File: src/rtl/bank_distributor_pkg.sv
// Shared width derivations and the global word -> (bank, bank address) mapping
// for the bank distributor.
package bank_distributor_pkg;

    function automatic int global_addr_bits(input int depth, input int n);
        return $clog2(depth * n);
    endfunction

    function automatic int bank_addr_bits(input int depth);
        return $clog2(depth);
    endfunction

    function automatic int bank_idx_bits(input int n);
        return (n < 2) ? 1 : $clog2(n);
    endfunction

    // Words are interleaved across banks: consecutive words land in consecutive banks.
    function automatic int word_bank(input int w, input int n);
        return w % n;
    endfunction

    function automatic int word_bank_addr(input int w, input int n);
        return w / n;
    endfunction

endpackage

File: src/rtl/bank_distributor_if.sv
// Request/bank-write bundle between a lane source and the bank distributor.
interface bank_distributor_if
    import bank_distributor_pkg::*;
#(
    parameter int CHANNEL_NUMBER    = 3,
    parameter int CHANNEL_BANDWIDTH = 8,
    parameter int BANK_DEPTH        = 12
);
    localparam int N   = CHANNEL_NUMBER;
    localparam int BW  = CHANNEL_BANDWIDTH;
    localparam int GAB = global_addr_bits(BANK_DEPTH, CHANNEL_NUMBER);
    localparam int BAB = bank_addr_bits(BANK_DEPTH);

    logic              I_valid_in;
    logic [N*BW-1:0]   I_data_in;
    logic [GAB-1:0]    I_address_in;
    logic [N*BW-1:0]   O_data_out;
    logic [N*BAB-1:0]  O_address_out;
    logic [N-1:0]      O_clk_out;

    modport master (
        output I_valid_in, I_data_in, I_address_in,
        input  O_data_out, O_address_out, O_clk_out
    );

    modport slave (
        input  I_valid_in, I_data_in, I_address_in,
        output O_data_out, O_address_out, O_clk_out
    );

endinterface

File: src/rtl/bank_distributor_address_mapper.sv
// Combinational per-lane target computation: wrapped global word, its bank and
// its address inside that bank.
module bank_address_mapper
    import bank_distributor_pkg::*;
#(
    parameter int CHANNEL_NUMBER = 3,
    parameter int BANK_DEPTH     = 12,
    parameter int GAB            = global_addr_bits(BANK_DEPTH, CHANNEL_NUMBER),
    parameter int BAB            = bank_addr_bits(BANK_DEPTH),
    parameter int BIB            = bank_idx_bits(CHANNEL_NUMBER)
) (
    input  logic [GAB-1:0] address,
    output logic           in_range,
    output logic [BIB-1:0] lane_bank [CHANNEL_NUMBER],
    output logic [BAB-1:0] lane_addr [CHANNEL_NUMBER]
);
    localparam int N     = CHANNEL_NUMBER;
    localparam int TOTAL = BANK_DEPTH * N;
    // One extra bit so both T and a+k (< 2T) are representable.
    localparam logic [GAB:0] TOTAL_W = (GAB+1)'(TOTAL);

    assign in_range = {1'b0, address} < TOTAL_W;

    generate
        for (genvar gi = 0; gi < N; gi++) begin : g_lane
            logic [GAB:0] sum;
            logic [GAB:0] wrapped;

            assign sum     = {1'b0, address} + (GAB+1)'(gi);
            assign wrapped = (sum >= TOTAL_W) ? (sum - TOTAL_W) : sum;

            assign lane_bank[gi] = BIB'(word_bank(int'(wrapped), N));
            assign lane_addr[gi] = BAB'(word_bank_addr(int'(wrapped), N));
        end
    endgenerate

endmodule

File: src/rtl/bank_distributor.sv
// Routes N incoming lanes to N interleaved banks via a rotation and registers
// per-bank data, address and a one-cycle write strobe.
module bank_distributor
    import bank_distributor_pkg::*;
#(
    parameter int CHANNEL_NUMBER    = 3,
    parameter int CHANNEL_BANDWIDTH = 8,
    parameter int BANK_DEPTH        = 12
) (
    input  logic               I_clk_in,
    input  logic               I_rst_n,
    bank_distributor_if.slave  bus
);
    localparam int N   = CHANNEL_NUMBER;
    localparam int BW  = CHANNEL_BANDWIDTH;
    localparam int GAB = global_addr_bits(BANK_DEPTH, N);
    localparam int BAB = bank_addr_bits(BANK_DEPTH);
    localparam int BIB = bank_idx_bits(N);

    logic           in_range;
    logic           accept;
    logic [BIB-1:0] lane_bank [N];
    logic [BAB-1:0] lane_addr [N];
    logic [BW-1:0]  lane_data [N];

    logic [BW-1:0]  data_reg  [N];
    logic [BW-1:0]  data_next [N];
    logic [BAB-1:0] addr_reg  [N];
    logic [BAB-1:0] addr_next [N];
    logic [N-1:0]   strobe_reg;

    bank_address_mapper #(
        .CHANNEL_NUMBER (N),
        .BANK_DEPTH     (BANK_DEPTH),
        .GAB            (GAB),
        .BAB            (BAB),
        .BIB            (BIB)
    ) u_mapper (
        .address   (bus.I_address_in),
        .in_range  (in_range),
        .lane_bank (lane_bank),
        .lane_addr (lane_addr)
    );

    assign accept = bus.I_valid_in && in_range;

    generate
        for (genvar gi = 0; gi < N; gi++) begin : g_io
            assign lane_data[gi]                    = bus.I_data_in[gi*BW +: BW];
            assign bus.O_data_out[gi*BW +: BW]      = data_reg[gi];
            assign bus.O_address_out[gi*BAB +: BAB] = addr_reg[gi];
        end
    endgenerate

    assign bus.O_clk_out = strobe_reg;

    // Lane-to-bank mapping is a rotation, so every bank is written by exactly one lane.
    always_comb begin
        data_next = data_reg;
        addr_next = addr_reg;
        for (int k = 0; k < N; k++) begin
            data_next[lane_bank[k]] = lane_data[k];
            addr_next[lane_bank[k]] = lane_addr[k];
        end
    end

    always_ff @(posedge I_clk_in) begin
        if (!I_rst_n) begin
            strobe_reg <= '0;
            for (int b = 0; b < N; b++) begin
                data_reg[b] <= '0;
                addr_reg[b] <= '0;
            end
        end else begin
            strobe_reg <= {N{accept}};
            if (accept) begin
                data_reg <= data_next;
                addr_reg <= addr_next;
            end
        end
    end

endmodule

File: src/flat_wrapper.sv
// flat-port wrapper written by rule: the top's interface ports become plain ports
module bank_distributor_flat import bank_distributor_pkg::*;
#(
    parameter int CHANNEL_NUMBER    = 3,
    parameter int CHANNEL_BANDWIDTH = 8,
    parameter int BANK_DEPTH        = 12
)
  (I_clk_in, I_rst_n, bus_I_valid_in, bus_I_data_in, bus_I_address_in, bus_O_data_out, bus_O_address_out, bus_O_clk_out);
  bank_distributor_if #(.CHANNEL_NUMBER(CHANNEL_NUMBER), .CHANNEL_BANDWIDTH(CHANNEL_BANDWIDTH), .BANK_DEPTH(BANK_DEPTH)) bus_i ();
  input  logic I_clk_in;
  input  logic I_rst_n;
  input wire logic [$bits(bus_i.I_valid_in)-1:0] bus_I_valid_in;
  input wire logic [$bits(bus_i.I_data_in)-1:0] bus_I_data_in;
  input wire logic [$bits(bus_i.I_address_in)-1:0] bus_I_address_in;
  output wire logic [$bits(bus_i.O_data_out)-1:0] bus_O_data_out;
  output wire logic [$bits(bus_i.O_address_out)-1:0] bus_O_address_out;
  output wire logic [$bits(bus_i.O_clk_out)-1:0] bus_O_clk_out;
  assign bus_i.I_valid_in = bus_I_valid_in;
  assign bus_i.I_data_in = bus_I_data_in;
  assign bus_i.I_address_in = bus_I_address_in;
  assign bus_O_data_out = bus_i.O_data_out;
  assign bus_O_address_out = bus_i.O_address_out;
  assign bus_O_clk_out = bus_i.O_clk_out;
  bank_distributor #(.CHANNEL_NUMBER(CHANNEL_NUMBER), .CHANNEL_BANDWIDTH(CHANNEL_BANDWIDTH), .BANK_DEPTH(BANK_DEPTH)) u_core (.I_clk_in(I_clk_in), .I_rst_n(I_rst_n), .bus(bus_i));
endmodule
File: config.mk
export PLATFORM = sky130hd
export DESIGN_NAME = bank_distributor_flat
export DESIGN_NICKNAME = d
export VERILOG_FILES = /design/src/rtl/bank_distributor_pkg.sv /design/src/rtl/bank_distributor_if.sv /design/src/rtl/bank_distributor_address_mapper.sv /design/src/rtl/bank_distributor.sv /design/src/flat_wrapper.sv
export SDC_FILE = /design/constraint.sdc
export NUM_CORES = 1
export LEC_CHECK = 0
export ABC_AREA = 1
export ABC_CLOCK_PERIOD_IN_PS = 12600
export CORE_AREA = 5 5 111 113
export CTS_CLUSTER_SIZE = 30
export DETAILED_ROUTE_END_ITERATION = 7
export DIE_AREA = 0 0 116 118
export PLACE_DENSITY_LB_ADDON = 0.08
export RECOVER_POWER = 100
export SLEW_MARGIN = 20
export SYNTH_ARGS = -nofsm -noshare
export SYNTH_HDL_FRONTEND = slang
export SYNTH_SLANG_ARGS = --single-unit
File: constraint.sdc
create_clock -name I_clk_in -period 12.6 [get_ports I_clk_in]
set_input_delay 1.26 -clock I_clk_in [delete_from_list [all_inputs] [get_ports I_clk_in]]
set_output_delay 1.26 -clock I_clk_in [all_outputs]
set_load 0.005 [all_outputs]
Yosys cells after proc, flatten, opt, wreduce, memory -nomap -nowiden
Index checks and enable logic that the tools add are counted.

Register bits after elaboration: 37. Input bits: 33. Word-level logic and storage cells: 56.

Add/subtract/negate cells: 5. Div/mod/pow operators: 6. $lt $le $gt $ge: 10. Muxes and demuxes: 21. Bitwise logic cells: 3. Reductions and logical operators: 4.

Operators with widths (count): divider 8 x 3 -> 32 bit, second input constant (3); remainder unit 8 x 3 -> 32 bit, second input constant (3); bitwise mux 24 bit (3); demux 8 bit (select 2 bit) (3); bitwise mux 12 bit (3); demux 4 bit (select 2 bit) (3); two-way mux 8 bit (3); two-way mux 7 bit (3); >= comparator 7 x 6 -> 1 bit, second input constant (2); subtractor 7 x 6 -> 7 bit, second input constant (2); two-way mux 4 bit (3); >= comparator 3 bit, second input constant (3); less-than comparator 3 x 1 -> 1 bit, second input constant (3); NOT 2 -> 3 bit (3); adder 6 x 1 -> 7 bit, second input constant (1); adder 6 x 2 -> 7 bit, second input constant (1); subtractor 6 x 6 -> 7 bit, second input constant (1); >= comparator 6 bit, second input constant (1); less-than comparator 6 bit, second input constant (1); logical AND 1 bit (4).

Logic depth before layout (Yosys ltp)
Gate-level depths: netlist (run 1).

Depth in word-level cells: 11. Gate-level depth with buffers: 45. Mapped depth without buffers: 44.

By module
A second synthesis (run 1) with hierarchy kept.

Cell total of the unflattened synthesis: 799. Area total of the unflattened synthesis: 4431.8 um^2.

Modules (own cells, without submodules): bank_distributor (times used 1, cells an instance 506, area an instance 2656.3 um^2, seq. area each 740.7 um^2); bank_address_mapper (times used 1, cells an instance 293, area an instance 1775.5 um^2, seq. area each 0.0 um^2).

Least setup slack after synthesis (run 1)
No wires, ideal clock.

Path type: in2reg. Start: in bus_I_address_in[1]. End: reg u_core.addr_reg, in the netlist u_core.bus.O_address_out[9]. Data arrival time: 5.430 ns. Required time: 12.488 ns. Setup slack: 7.058 ns. Stages: 37. Path buffers: 1. Cells stage by stage: inv_1 > ha_1 > inv_1 > ha_1 > nand2_1 > nand3_1 > nand2_2 > nand2_2 > nand2_1 > inv_1 > ha_1 > nand2_1 > nand2_2 > nand2_2 > nand2_1 > nand2_2 > nand3_2 > nand2_1 > nand2_2 > nor2_2 > nand2_1 > nand2_1 > inv_1 > ha_1 > nor3_2 > o21ai_2 > xor2_1 > ha_1 > nor3_1 > nand3_1 > nand2_2 > nand2_2 > nand3_2 > buf_2 > nand3_1 > nor2_1 > nor2_1.

Cells in the longest elaborated chain, start to end: 11. Elaborated cells between the ends (all ways): 40. Classes of those cells: add/sub: 5; div: 6; order compare: 10; mux: 12; bitwise: 3; reduce/logical: 4.

Ends and longest elaborated chain: start, declared (RTL line flat_wrapper.sv:14) `input wire logic [$bits(bus_i.I_address_in)-1:0] bus_I_address_in;`; adder 6 x 1 -> 7 bit (tied with other cells) (RTL line bank_distributor_address_mapper.sv:29) `assign sum = {1'b0, address} + (GAB+1)'(gi);`; subtractor 7 x 6 -> 7 bit (tied with other cells) (RTL line bank_distributor_address_mapper.sv:30) `assign wrapped = (sum >= TOTAL_W) ? (sum - TOTAL_W) : sum;`; two-way mux 7 bit or remainder unit 8 x 3 -> 32 bit (tied branches) (RTL line bank_distributor_address_mapper.sv:30, bank_distributor_pkg.sv:19); remainder unit 8 x 3 -> 32 bit or NOT 2 -> 3 bit (tied branches) (RTL line bank_distributor_pkg.sv:19, bank_distributor.sv:63); NOT 2 -> 3 bit (not written as such) (tied with other cells) (RTL line bank_distributor.sv:63) `addr_next[lane_bank[k]] = lane_addr[k];`; >= comparator 3 bit (not written as such) (tied with other cells) (RTL line bank_distributor.sv:63); logical AND 1 bit (not written as such) or two-way mux 4 bit (tied branches) (RTL line bank_distributor.sv:63); two-way mux 4 bit (not written as such) or demux 4 bit (select 2 bit) (tied branches) (RTL line bank_distributor.sv:63); demux 4 bit (select 2 bit) or bitwise mux 12 bit (tied branches) (RTL line bank_distributor.sv:63); bitwise mux 12 bit (2 in a row) (RTL line bank_distributor.sv:63); end signal, assigned (RTL line bank_distributor.sv:78) `addr_reg <= addr_next;`; end, declared (RTL line bank_distributor.sv:28) `logic [BAB-1:0] addr_reg [N];`.

Parallel ways exist; a longest one is shown, timed or not. A chain may end at the register's enable or synchronous reset.

Worst setup path after layout (run 1)
Start: in bus_I_address_in[1]. End: reg u_core.data_reg, in the netlist u_core.bus.O_data_out[16].

Cells in the longest elaborated chain, start to end: 11. Elaborated cells between the ends (all ways): 37. Classes of those cells: add/sub: 5; div: 3; order compare: 10; mux: 12; bitwise: 3; reduce/logical: 4.

Ends and longest elaborated chain: adder 6 x 1 -> 7 bit (tied with other cells) (RTL line bank_distributor_address_mapper.sv:29); subtractor 7 x 6 -> 7 bit (tied with other cells) (RTL line bank_distributor_address_mapper.sv:30); two-way mux 7 bit or remainder unit 8 x 3 -> 32 bit (tied branches) (RTL line bank_distributor_address_mapper.sv:30, bank_distributor_pkg.sv:19); remainder unit 8 x 3 -> 32 bit or NOT 2 -> 3 bit (tied branches) (RTL line bank_distributor_pkg.sv:19, bank_distributor.sv:62); NOT 2 -> 3 bit (not written as such) (tied with other cells) (RTL line bank_distributor.sv:62) `data_next[lane_bank[k]] = lane_data[k];`; >= comparator 3 bit (not written as such) (tied with other cells) (RTL line bank_distributor.sv:62); logical AND 1 bit (not written as such) or two-way mux 8 bit (tied branches) (RTL line bank_distributor.sv:62); two-way mux 8 bit (not written as such) or demux 8 bit (select 2 bit) (tied branches) (RTL line bank_distributor.sv:62); demux 8 bit (select 2 bit) or bitwise mux 24 bit (tied branches) (RTL line bank_distributor.sv:62); bitwise mux 24 bit (2 in a row) (RTL line bank_distributor.sv:62); end signal, assigned (RTL line bank_distributor.sv:77) `data_reg <= data_next;`; end, declared (RTL line bank_distributor.sv:26) `logic [BW-1:0] data_reg [N];`.

Parallel ways exist; a longest one is shown, timed or not.

==> qor_table.md, run 1 <==
| Group | Parameter | This run |
| --- | --- | --- |
| critical path | Endpoint class of the critical path | flip-flop |
| critical path | Start-to-end type of the worst setup path | input port to flip-flop |
| floorplan | Die boundary height | 118 um |
| clock tree | Number of CTS-inserted buffers | 5 |
| power | Lkg Pwr | 3.15 nW |
| global route | Pin count of the biggest net entering global routing | 40 |
| synthesis | Register area share after synthesis | 15.2% |
| synthesis | Synthesized area per cell | 5.40 sq um |
| floorplan | Full die area | 13700 sq um |
| placement | Placer Congestion | 0.830 |
| critical path | Launching point of the worst reg2reg path | u_core.bus.O_data_out[12] |
| critical path | Worst Reg-to-Reg Cells | 4 |
| finish | Diodes inserted | 0 |
| global route | Global-route congestion overflow total | 0 |
| floorplan | Initial Util | 43.4% |
| critical path | Worst path slowest cell | dlygate4sd3_1 |
| synthesis | Syn Std Cell Area | 4870 sq um |
| timing | Final count of hold timing violations | 0 |
| finish | Area overhead of the layout relative to synthesis | 16.9% |
| critical path | CP max stage delay | 0.75 ns |
| floorplan | Total number of placement rows | 39 |
| clock tree | Cts-stage hold buffer count | 0 |
| timing | Number of pins with negative max-slew slack in the final report | 0 |
| power | Power Dens Cells | 220 nW/um^2 |
| timing | Total negative setup slack | 0 ns |
| critical path | Cell seen most often among critical-path stages | nand2_1 |
| routing | DRC violation count after routing | 0 |
| floorplan | Core Footprint | 11200 sq um |
| finish | Filler Cells Inserted | 1237 |
| clock tree | Number of setup buffers added after CTS | 0 |
| global route | Global-route wire length before repair | 22300 um |
| clock tree | Number of clock sinks seen by CTS | 37 |
| routing | Total iterations of the first detailed-routing run | 5 |
| clock tree | Clock transition time at the flip-flop clock pins of the worst setup and hold paths | 0.06 ns |
| global route | Number of antenna violations at the first check in global routing | 0 |
| hold path | Worst Hold Class | flip-flop to flip-flop |
| critical path | Startpoint kind of the worst setup timing path | input port |
| routing | Average vias per placed instance | 4.87 |
| routing | Final wirelength | 13300 um |
| finish | Layout Nets | 1005 |
| timing | Achievable frequency | 115 MHz |
| clock tree | H-Tree Level Count | 2 |
| floorplan | Die span in x | 116 um |
| global route | GRT Resource Usage Total | 19.4% |
| timing | Final clock period utilization by the worst path | 69.1% |
| routing | Number of violations reported at the end of detailed-routing iteration 0 | 250 |
| synthesis | Yosys reg bits | 37 |
| routing | Antenna Nets Post-Route | 0 |
| timing | Clk_skew | 0 ns |
| critical path | Register-to-register setup slack | 11.93 ns |
| synthesis | Number of unique standard cell types used by synthesis | 39 |
| clock tree | Largest buffer count on any clock path | 2 |
| timing | Max_slew headroom | 54.1% |
| placement | Final HPWL DP | 10400 um |
| critical path | Arrival @ worst endpoint | 8.88 ns |
| timing | RSZ-0062 raised after global routing | false |
| critical path | CP Launch Point | bus_I_address_in[1] |
| hold path | Cell depth of the worst min-delay path | 4 |
| timing | Transition at the pin with the smallest max-transition slack | 0.682 ns |
| floorplan | I/O pin total | 72 |
| clock tree | Clock tree from TritonCTS | done |
| job | Number of violations of the max-capacitance limit | 0 |
| run status | Run status | finished, final reports clean |
| finish | Finished Core Util | 50.7% |
| global route | Number of global-route vias before repair | 4746 |
| synthesis | Post-Syn Instances | 902 |
| synthesis | Yosys warnings | 0 |
| power | VDD IR-drop max | 0.123 mV |
| critical path | Crit path depth | 39 |
| routing | Count of vias placed by the detailed router | 5339 |
| synthesis | Syn_nets | 955 |
| critical path | Cell family contributing the most delay on the critical path | simple AND/OR/NAND/NOR gates |
| critical path | Reg2Reg Capture Point | u_core.bus.O_data_out[12] |
| timing | Shortest period the worst path allows | 8.71 ns |
| clock tree | Insertion delay of the later-clocked pin in the worst-skew pair | 0.28 ns |
| timing | Final setup violation count | 0 |
| critical path | Worst setup path endpoint | u_core.bus.O_data_out[16] |
| routing | Routed length per instance | 12.2 um |
| placement | Buffers added on ports | 71 |
| critical path | Number of buffers and inverters on the critical path | 7 |
| finish | Fraction of final layout cells with drive strength greater than 1 | 9.34% |
| critical path | Required time of the critical path | 12.77 ns |
| timing | Post-Route Hold Slack | 0.514 ns |
| clock tree | Number of cells upsized or downsized after cts | 0 |
| clock tree | Root Driver | clkbuf_16 |
| critical path | Maximum fanout along the worst path | 13 |
==> worst min-delay path by stage <==
stage	endpoint	slack [ns]	startpoint
after floorplan	u_core.bus.O_address_out[7]	0.51	u_core.bus.O_address_out[7]
after global placement	u_core.bus.O_address_out[9]	0.51	u_core.bus.O_address_out[9]
after detailed placement	u_core.bus.O_address_out[4]	0.51	u_core.bus.O_address_out[4]
after CTS	u_core.bus.O_address_out[4]	0.52	u_core.bus.O_address_out[4]
after global routing	u_core.bus.O_data_out[5]	0.54	u_core.bus.O_data_out[5]
final	u_core.bus.O_data_out[23]	0.51	u_core.bus.O_data_out[23]
==> worst min-delay path, cell delays in order, from the launching register on <==
cell and delay, ns:
dfxtp_1 0.30, inv_1 0.04, nand2_1 0.04, nand2_1 0.05, nor2_1 0.04
==> flip-flops by register name (all words and copies together), names as in the netlist <==
name	cells
u_core.bus.O_data_out	24
u_core.bus.O_address_out	12
u_core.bus.O_clk_out	1
==> cells in the mapped netlist (all sizes together) <==
cell | number | area share (%)
xnor2 | 2 | 0.36
nand3 | 105 | 12
a21oi | 7 | 0.72
mux2i | 1 | 0.28
o21bai | 2 | 0.39
ha | 20 | 5.1
nand3b | 2 | 0.31
nor3 | 5 | 0.62
o211ai | 3 | 0.46
clkinv | 2 | 0.18
dfxtp | 37 | 15
a21o | 1 | 0.15
o21ai | 36 | 4.1
a21boi | 1 | 0.15
nand2 | 311 | 27
nand4 | 15 | 2.4
nor2 | 180 | 14
xor2 | 9 | 1.6
inv | 133 | 10
clkbuf | 2 | 0.15
buf | 28 | 4.0
==> kinds of logic after synthesis <==
logic type	count (synthesis)	synth area share [%]
compound gates	50	5.96
simple gates	618	56.8
mux	1	0.283
buf+inv	165	14.6
flops	37	15.2
xor+xnor	11	1.98
fa+ha+maj	20	5.14
==> metrics by stage <==
step / setup slack, ns / area [sq um] / instances / total power, W
finish: 3.89 / 5690 / 1096 / 0.00125
detailed placement: 4.93 / 5570 / 1088 / 0.00113
global route: 3.02 / 5690 / 1096 / 0.00139
CTS: 5.22 / 5770 / 1096 / 0.00130
global placement: 4.97 / 5570 / 1088 / 0.00113
floorplan: 7.06 / 4870 / 902 / 0.000917
==> cells in the final DEF (no fill, tap or decap), drive strengths merged <==
cell           netlist  final
nand2              311    311
nor2               180    180
inv                133    134
nand3              105    105
dlygate4sd3          0     41
dfxtp               37     37
o21ai               36     36
clkdlybuf4s50        0     30
ha                  20     20
nand4               15     15
xor2                 9      9
a21oi                7      7
nor3                 5      5
clkbuf               2      5
o211ai               3      3
xnor2                2      2
nand3b               2      2
bufinv               0      2
buf                 28      2
clkinv               2      2
o21bai               2      2
a21boi               1      1
mux2i                1      1
a21o                 1      1
==> final cells by class <==
type | instances | area [sq um] | share of cell area (%)
repair buffers | 73 | 726 | 12.8
flip-flops and latches | 37 | 741 | 13.0
multi-input cells | 700 | 3340 | 58.7
well taps | 143 | 179 | 3.14
clock inverters | 3 | 68.8 | 1.21
clock buffers | 5 | 125 | 2.20
inverters | 135 | 510 | 8.97
==> routing by layer <==
metal,vias up,track usage [%],routed length [um]
li1,2876,-,-
met4,0,5.44,274
met2,131,33.4,6320
met5,-,0,0
met3,18,1.44,598
met1,2314,25.6,6130
==> report_power, final <==
| part | total, W | switching [W] | internal, W |
|---|---|---|---|
| combinational | 0.000908 | 0.000606 | 0.000302 |
| sequential | 0.000177 | 0.0000187 | 0.000159 |
| clock | 0.000165 | 0.0000511 | 0.000114 |
| total | 0.00125 | 0.000676 | 0.000575 |
No activity file was read; power rests on OpenSTA's default activity.
==> run 2, diff against run 1 <==
--- a/config.mk
+++ b/config.mk
@@ -6,7 +6,7 @@
 export NUM_CORES = 1
 export LEC_CHECK = 0
 export ABC_AREA = 1
-export ABC_CLOCK_PERIOD_IN_PS = 12600
+export ABC_CLOCK_PERIOD_IN_PS = 9100
 export CORE_AREA = 5 5 111 113
 export CTS_CLUSTER_SIZE = 30
 export DETAILED_ROUTE_END_ITERATION = 7
==> constraint.sdc (replaced) <==
create_clock -name I_clk_in -period 9.1 [get_ports I_clk_in]
set_input_delay 0.91 -clock I_clk_in [delete_from_list [all_inputs] [get_ports I_clk_in]]
set_output_delay 0.91 -clock I_clk_in [all_outputs]
set_load 0.005 [all_outputs]
==> run 2 against run 1 <==
Hold slack got worse by 0.00068 ns. Non-clock buffer count unchanged. Count of clock-buffer cells in the layout increased by 1. Global-route usage increased by 0.26 points. Power increased by 35%.
==> qor_table.md, run 2 (synthesized netlist as in run 1, its figures left out) <==
| Group | Parameter | This run | Delta |
| --- | --- | --- | --- |
| power | P_sw | 0.000939 W | +39% |
| clock tree | Number of cells upsized or downsized after cts | 0 | unchanged |
| floorplan | Die boundary height | 118 um | unchanged |
| critical path | Arrival @ worst endpoint | 7.78 ns | -1.10 ns |
| finish | Filler Cells Inserted | 1239 | +0.16% |
| power | Share of total power in combinational logic | 74.9% | +2.3 points |
| global route | Pin count of the biggest net entering global routing | 40 | unchanged |
| global route | GRT Resource Usage Total | 19.6% | +0.26 points |
| power | Fraction of power consumed by the clock network | 10.6% | -2.6 points |
| timing | Shortest period the worst path allows | 7.60 ns |  |
| finish | Largest register FFs | 24 | unchanged |
| clock tree | Largest buffer count on any clock path | 2 | unchanged |
| timing | RSZ-0062 raised after global routing | false |  |
| placement | Area of placed instances | 5570 sq um | unchanged |
| routing | Post-route met1 wirelength | 5940 um | -3.2% |
| global route | Global-route congestion overflow total | 0 | unchanged |
| placement | Placer Congestion | 0.830 | about the same |
| floorplan | Core Footprint | 11200 sq um | unchanged |
| clock tree | Number of clock sinks seen by CTS | 37 | unchanged |
| routing | Met2 Routed Length | 6360 um | +0.57% |
| run status | Run status | finished, final reports clean |  |
| placement | Final HPWL DP | 10300 um | -0.39% |
| clock tree | H-Tree Level Count | 2 | unchanged |
| power | Power Dens Cells | 298 nW/um^2 | +35% |
| critical path | Cell seen most often among critical-path stages | nand2_1 |  |
| routing | Antenna Nets Post-Route | 0 | unchanged |
| critical path | Required time of the critical path | 9.28 ns | -3.49 ns |
| critical path | Worst path slowest cell | dlygate4sd3_1 |  |
| critical path | CP Launch Point | bus_I_address_in[1] |  |
| global route | Number of antenna violations at the first check in global routing | 0 | unchanged |
| timing | Final count of hold timing violations | 0 | unchanged |
| finish | Area of the multi-input gates | 3370 sq um | +0.79% |
| finish | Area overhead of the layout relative to synthesis | 16.5% |  |
| finish | Most common cell after layout, fill and taps aside | nand2_1 |  |
| global route | Global-route wire length before repair | 22400 um | +0.50% |
| routing | Total met3 wirelength after detailed routing | 740 um | +24% |
| timing | Total negative setup slack | 0 ns | unchanged |
| floorplan | Die span in x | 116 um | unchanged |
| hold path | Startpoint of the tightest hold check path | u_core.bus.O_data_out[7] |  |
| finish | Layout Nets | 1005 | unchanged |
| routing | Count of vias placed by the detailed router | 5324 | -0.28% |
| power | Internal power component | 0.000750 W | +31% |
| power | Fraction of power consumed by sequential logic | 14.6% | +0.4 points |
| routing | Routed length per instance | 12.1 um | -0.59% |
| finish | Leading cell types in the layout, fill and taps excluded | nand2_1 (273), nor2_1 (174), inv_1 (113) |  |
| timing | Transition at the pin with the smallest max-transition slack | 0.624 ns | -0.0577 ns |
| critical path | Start-to-end type of the worst setup path | input port to flip-flop |  |
| routing | Final wirelength | 13200 um | -0.59% |
| floorplan | Full die area | 13700 sq um | unchanged |
| floorplan | Initial Util | 43.4% | unchanged |
| timing | Final setup violation count | 0 | unchanged |
| clock tree | Cts-stage hold buffer count | 0 | unchanged |
| timing | Post-Route Hold Slack | 0.513 ns | -0.000681 ns |
| critical path | Cell family contributing the most delay on the critical path | simple AND/OR/NAND/NOR gates |  |
| finish | Sequential standard cell area | 741 sq um | unchanged |
| routing | Total iterations of the first detailed-routing run | 4 | -1 |
| clock tree | Number of setup buffers added after CTS | 0 | unchanged |
| critical path | Endpoint class of the critical path | flip-flop |  |
| critical path | Launching point of the worst reg2reg path | u_core.bus.O_data_out[12] |  |
| clock tree | Number of CTS-inserted buffers | 5 | unchanged |
| timing | Max_slew headroom | 58.3% | +4.2 points |
| timing | Clk_skew | 0 ns | unchanged |
| floorplan | Total number of placement rows | 39 | unchanged |
| critical path | Number of buffers and inverters on the critical path | 8 | +1 |
| power | VDD IR-drop max | 0.151 mV | +23% |
| timing | Achievable frequency | 132 MHz |  |
| critical path | CP max stage delay | 0.75 ns | about the same |
| global route | Number of global-route vias before repair | 4765 | +0.40% |
| finish | Diodes inserted | 0 | unchanged |
| power | Fraction of power spent switching nets | 55.6% | +1.5 points |
| clock tree | Insertion delay of the later-clocked pin in the worst-skew pair | 0.29 ns | about the same |
| finish | Post-route design area | 5680 sq um | -0.26% |
| routing | Average vias per placed instance | 4.86 | -0.28% |
| clock tree | Clock transition time at the flip-flop clock pins of the worst setup and hold paths | 0.06 ns | about the same |
| routing | Number of violations reported at the end of detailed-routing iteration 0 | 307 | +23% |
| power | Lkg Pwr | 3.14 nW | -0.19% |
| timing | Final clock period utilization by the worst path | 83.5% |  |
| routing | DRC violation count after routing | 0 | unchanged |
| finish | Finished Core Util | 50.6% | -0.13 points |
| hold path | Worst Hold Class | flip-flop to flip-flop |  |
| timing | Number of pins with negative max-slew slack in the final report | 0 | unchanged |
| routing | Highest signal layer in the routed design | met4 |  |
| clock tree | Clock tree from TritonCTS | done |  |
| critical path | Startpoint kind of the worst setup timing path | input port |  |
| finish | Fraction of final layout cells with drive strength greater than 1 | 9.65% | +0.31 points |
| job | Number of violations of the max-capacitance limit | 0 | unchanged |
| placement | Buffers added on ports | 71 | unchanged |
| clock tree | Root Driver | clkbuf_16 |  |
| critical path | Maximum fanout along the worst path | 13 | unchanged |
| floorplan | I/O pin total | 72 | unchanged |
[run 2: cell count changes in the layout (fill, tap and decap cells not counted), moves of 2 or more]
cell	previous run	this run
nand2_1	277	273
inv_1	110	113
inv_2	22	19
nand2_2	30	33
bufinv_16	2	0
[run 2: final timing paths]
kind,to,slack [ns],cells past startpoint
setup reg to reg,u_core.bus.O_data_out[12],8.41,4
hold reg to reg,u_core.bus.O_data_out[7],0.51,4
setup / recovery,u_core.bus.O_address_out[7],1.50,40
hold / removal,u_core.bus.O_data_out[7],0.51,4
[run 2: power groups by stage]
stage | logic [W] | clock network, W | registers, W
CTS | 0.00131 | 0.000181 | 0.000250
detailed placement | 0.00131 | 0 | 0.000252
global placement | 0.00131 | 0 | 0.000252
global route | 0.00145 | 0.000189 | 0.000253
finish | 0.00126 | 0.000178 | 0.000246
floorplan | 0.00101 | 0 | 0.000255
[run 2: layer usage]
layer  vias to the layer above  global-route usage (%)
met3                        13                    1.85
met1                      2312                    25.7
met2                       123                    33.9
met5                         -                       0
li1                       2876                       -
met4                         0                    5.51
[run 2: worst register-to-register path, delay by kind of cell, from the launching register on]
family / cells / cell delay, ns
flops: 1 / 0.36
simple gates: 3 / 0.21
buf+inv: 1 / 0.06
[run 2: area by class of cell]
| type | count | share of cell area [%] |
|---|---|---|
| clock buffers | 6 | 2.45 |
| inverters | 135 | 8.99 |
| repair buffers | 73 | 12.8 |
| flip-flops and latches | 37 | 13.1 |
| well taps | 143 | 3.15 |
| multi-input cells | 700 | 59.3 |
| clock inverters | 2 | 0.243 |
[run 2: per-stage QoR]
step                cells  total power [W]  worst slack [ns]
global placement     1088          0.00156              1.82
CTS                  1096          0.00174              2.04
floorplan             902          0.00127              3.91
finish               1096          0.00169              1.50
detailed placement   1088          0.00156              1.75
global route         1096          0.00190             0.689
==> run 3, diff against run 2 <==
--- a/config.mk
+++ b/config.mk
@@ -6,7 +6,7 @@
 export NUM_CORES = 1
 export LEC_CHECK = 0
 export ABC_AREA = 1
-export ABC_CLOCK_PERIOD_IN_PS = 9100
+export ABC_CLOCK_PERIOD_IN_PS = 6400
 export CORE_AREA = 5 5 111 113
 export CTS_CLUSTER_SIZE = 30
 export DETAILED_ROUTE_END_ITERATION = 7
==> constraint.sdc (replaced) <==
create_clock -name I_clk_in -period 6.4 [get_ports I_clk_in]
set_input_delay 0.64 -clock I_clk_in [delete_from_list [all_inputs] [get_ports I_clk_in]]
set_output_delay 0.64 -clock I_clk_in [all_outputs]
set_load 0.005 [all_outputs]
==> run 3 against run 2 <==
Die area stayed put. Global-route usage up 0.87 points. Clock power up 41%. Non-clock buffer count up 24. First-iteration DRC count down 29%. Power rose by 55%. Sequential share of layout area shrank 0.58 points. Via count rose by 1.1%. Critical path depth shrank 1. Clock skew unchanged. Critical path type unchanged. Largest power group unchanged.
==> qor_table.md, run 3 (synthesized netlist as in run 1, its figures left out) <==
| Group | Parameter | This run | Delta |
| --- | --- | --- | --- |
| run status | Run status | finished, final reports clean |  |
| clock tree | Cts-stage hold buffer count | 0 | unchanged |
| placement | Area of placed instances | 5720 sq um | +2.6% |
| job | Number of violations of the max-capacitance limit | 0 | unchanged |
| global route | Number of global-route vias before repair | 4962 | +4.1% |
| critical path | Arrival @ worst endpoint | 6.09 ns | -1.69 ns |
| global route | Global-route congestion overflow total | 0 | unchanged |
| clock tree | Clock tree from TritonCTS | done |  |
| routing | Routed length per instance | 12.2 um | +1.3% |
| clock tree | Number of CTS-inserted buffers | 5 | unchanged |
| timing | Transition at the pin with the smallest max-transition slack | 0.463 ns | -0.161 ns |
| finish | Fraction of final layout cells with drive strength greater than 1 | 14.0% | +4.4 points |
| timing | Shortest period the worst path allows | 5.92 ns |  |
| routing | DRC violation count after routing | 0 | unchanged |
| timing | Post-Route Hold Slack | 0.511 ns | -0.00196 ns |
| floorplan | Core Footprint | 11200 sq um | unchanged |
| finish | Most common cell after layout, fill and taps aside | nand2_1 |  |
| floorplan | Full die area | 13700 sq um | unchanged |
| timing | Final clock period utilization by the worst path | 92.5% |  |
| timing | Final setup violation count | 0 | unchanged |
| clock tree | H-Tree Level Count | 2 | unchanged |
| power | VDD IR-drop max | 0.200 mV | +32% |
| routing | Total iterations of the first detailed-routing run | 4 | unchanged |
| floorplan | Die boundary height | 118 um | unchanged |
| floorplan | I/O pin total | 72 | unchanged |
| clock tree | Largest buffer count on any clock path | 2 | unchanged |
| finish | Post-route design area | 5940 sq um | +4.7% |
| placement | Final HPWL DP | 10800 um | +4.8% |
| critical path | Required time of the critical path | 6.57 ns | -2.71 ns |
| clock tree | Insertion delay of the later-clocked pin in the worst-skew pair | 0.28 ns | about the same |
| floorplan | Total number of placement rows | 39 | unchanged |
| routing | Number of violations reported at the end of detailed-routing iteration 0 | 217 | -29% |
| hold path | Worst Hold Class | flip-flop to flip-flop |  |
| finish | Area overhead of the layout relative to synthesis | 22.0% |  |
| critical path | Worst path slowest cell | clkdlybuf4s50_1 |  |
| floorplan | Initial Util | 43.4% | unchanged |
| timing | Final count of hold timing violations | 0 | unchanged |
| critical path | CP max stage delay | 0.53 ns | -0.22 ns |
| clock tree | Number of clock sinks seen by CTS | 37 | unchanged |
| routing | Count of vias placed by the detailed router | 5380 | +1.1% |
| timing | Number of pins with negative max-slew slack in the final report | 0 | unchanged |
| timing | Clk_skew | 0 ns | unchanged |
| critical path | Start-to-end type of the worst setup path | input port to flip-flop |  |
| global route | Global-route wire length before repair | 23300 um | +3.9% |
| timing | PnR worst setup slack | 0.481 ns | -1.02 ns |
| critical path | Endpoint class of the critical path | flip-flop |  |
| critical path | Maximum fanout along the worst path | 14 | +1 |
| finish | Layout Nets | 1029 | +2.4% |
| finish | Leading cell types in the layout, fill and taps excluded | nand2_1 (263), nor2_1 (172), inv_1 (109) |  |
| power | Lkg Pwr | 3.28 nW | +4.4% |
| clock tree | Root Driver | clkbuf_16 |  |
| finish | Sequential standard cell area | 741 sq um | unchanged |
| routing | Average vias per placed instance | 4.80 | -1.1% |
| power | Power Dens Cells | 439 nW/um^2 | +48% |
| timing | Achievable frequency | 169 MHz |  |
| placement | Placer Congestion | 0.859 | +3.5% |
| finish | Finished Core Util | 52.9% | +2.4 points |
| timing | Max_slew headroom | 69.0% | +11 points |
| floorplan | Die span in x | 116 um | unchanged |
| finish | Diodes inserted | 0 | unchanged |
| finish | Largest register FFs | 24 | unchanged |
| placement | Pre-CTS WS | 0.0264 ns | -1.73 ns |
| critical path | Startpoint kind of the worst setup timing path | input port |  |
| routing | Antenna Nets Post-Route | 0 | unchanged |
| critical path | Cell seen most often among critical-path stages | nand2_1 |  |
| timing | RSZ-0062 raised after global routing | false |  |
| global route | GRT Resource Usage Total | 20.5% | +0.87 points |
| global route | Number of antenna violations at the first check in global routing | 0 | unchanged |
| clock tree | Clock transition time at the flip-flop clock pins of the worst setup and hold paths | 0.06 ns | about the same |
| timing | Total negative setup slack | 0 ns | unchanged |
| finish | Filler Cells Inserted | 1224 | -1.2% |
| finish | Area of the multi-input gates | 3450 sq um | +2.5% |
| global route | Pin count of the biggest net entering global routing | 40 | unchanged |
| placement | Buffers added on ports | 71 | unchanged |
| routing | Final wirelength | 13700 um | +3.6% |
-- run 3: final cells by class --
type                            count  share of cell area, %
Multi-Input combinational cell    700                   58.1
Sequential cell                    37                   12.5
Clock inverter                      2                  0.232
Timing Repair Buffer               97                   15.2
Clock buffer                        6                   2.34
Tap cell                          143                   3.01
Inverter                          135                   8.59
-- run 3: report_power, final --
group	switching (W)	leakage, nW	internal (W)
logic	0.00128	2.90	0.000727
clock network	0.0000960	0.0768	0.000155
registers	0.0000352	0.304	0.000312
-- run 3: timing repair --
action                                 4_1_cts  5_1_grt
setup buffers                                0        5
setup endpoints to repair                    0       36
endpoints found under the hold margin        0        0
gates resized for setup                      0       11
-- run 3: final timing paths --
| path | start | endpoint | slack, ns | depth (start not counted) |
|---|---|---|---|---|
| max | bus_I_address_in[1] | u_core.bus.O_address_out[1] | 0.48 | 39 |
| min | u_core.bus.O_data_out[18] | u_core.bus.O_data_out[18] | 0.51 | 4 |
| max reg2reg | u_core.bus.O_data_out[0] | u_core.bus.O_data_out[0] | 5.71 | 4 |
| min reg2reg | u_core.bus.O_data_out[18] | u_core.bus.O_data_out[18] | 0.51 | 4 |
-- run 3: stage by stage --
step | cells | total power (W)
2_1_floorplan | 902 | 0.00181
3_3_place_gp | 1107 | 0.00234
3_5_place_dp | 1107 | 0.00235
4_1_cts | 1115 | 0.00261
5_1_grt | 1120 | 0.00291
6_report | 1120 | 0.00261
-- run 3: worst max-delay path, delay by kind of cell --
family	cells	cell delay [ns]
simple gates	17	1.93
buf+inv	11	1.65
fa+ha+maj	5	0.97
compound gates	4	0.47
mux	1	0.22
xor+xnor	1	0.21
-- run 3: metal layers --
| metal | wire (um) | GRT usage [%] | vias up |
|---|---|---|---|
| li1 | - | - | 2928 |
| met1 | 6110 | 26.7 | 2281 |
| met2 | 6330 | 34.4 | 142 |
| met3 | 778 | 1.70 | 29 |
| met4 | 488 | 8.34 | 0 |
| met5 | 0 | 0 | - |
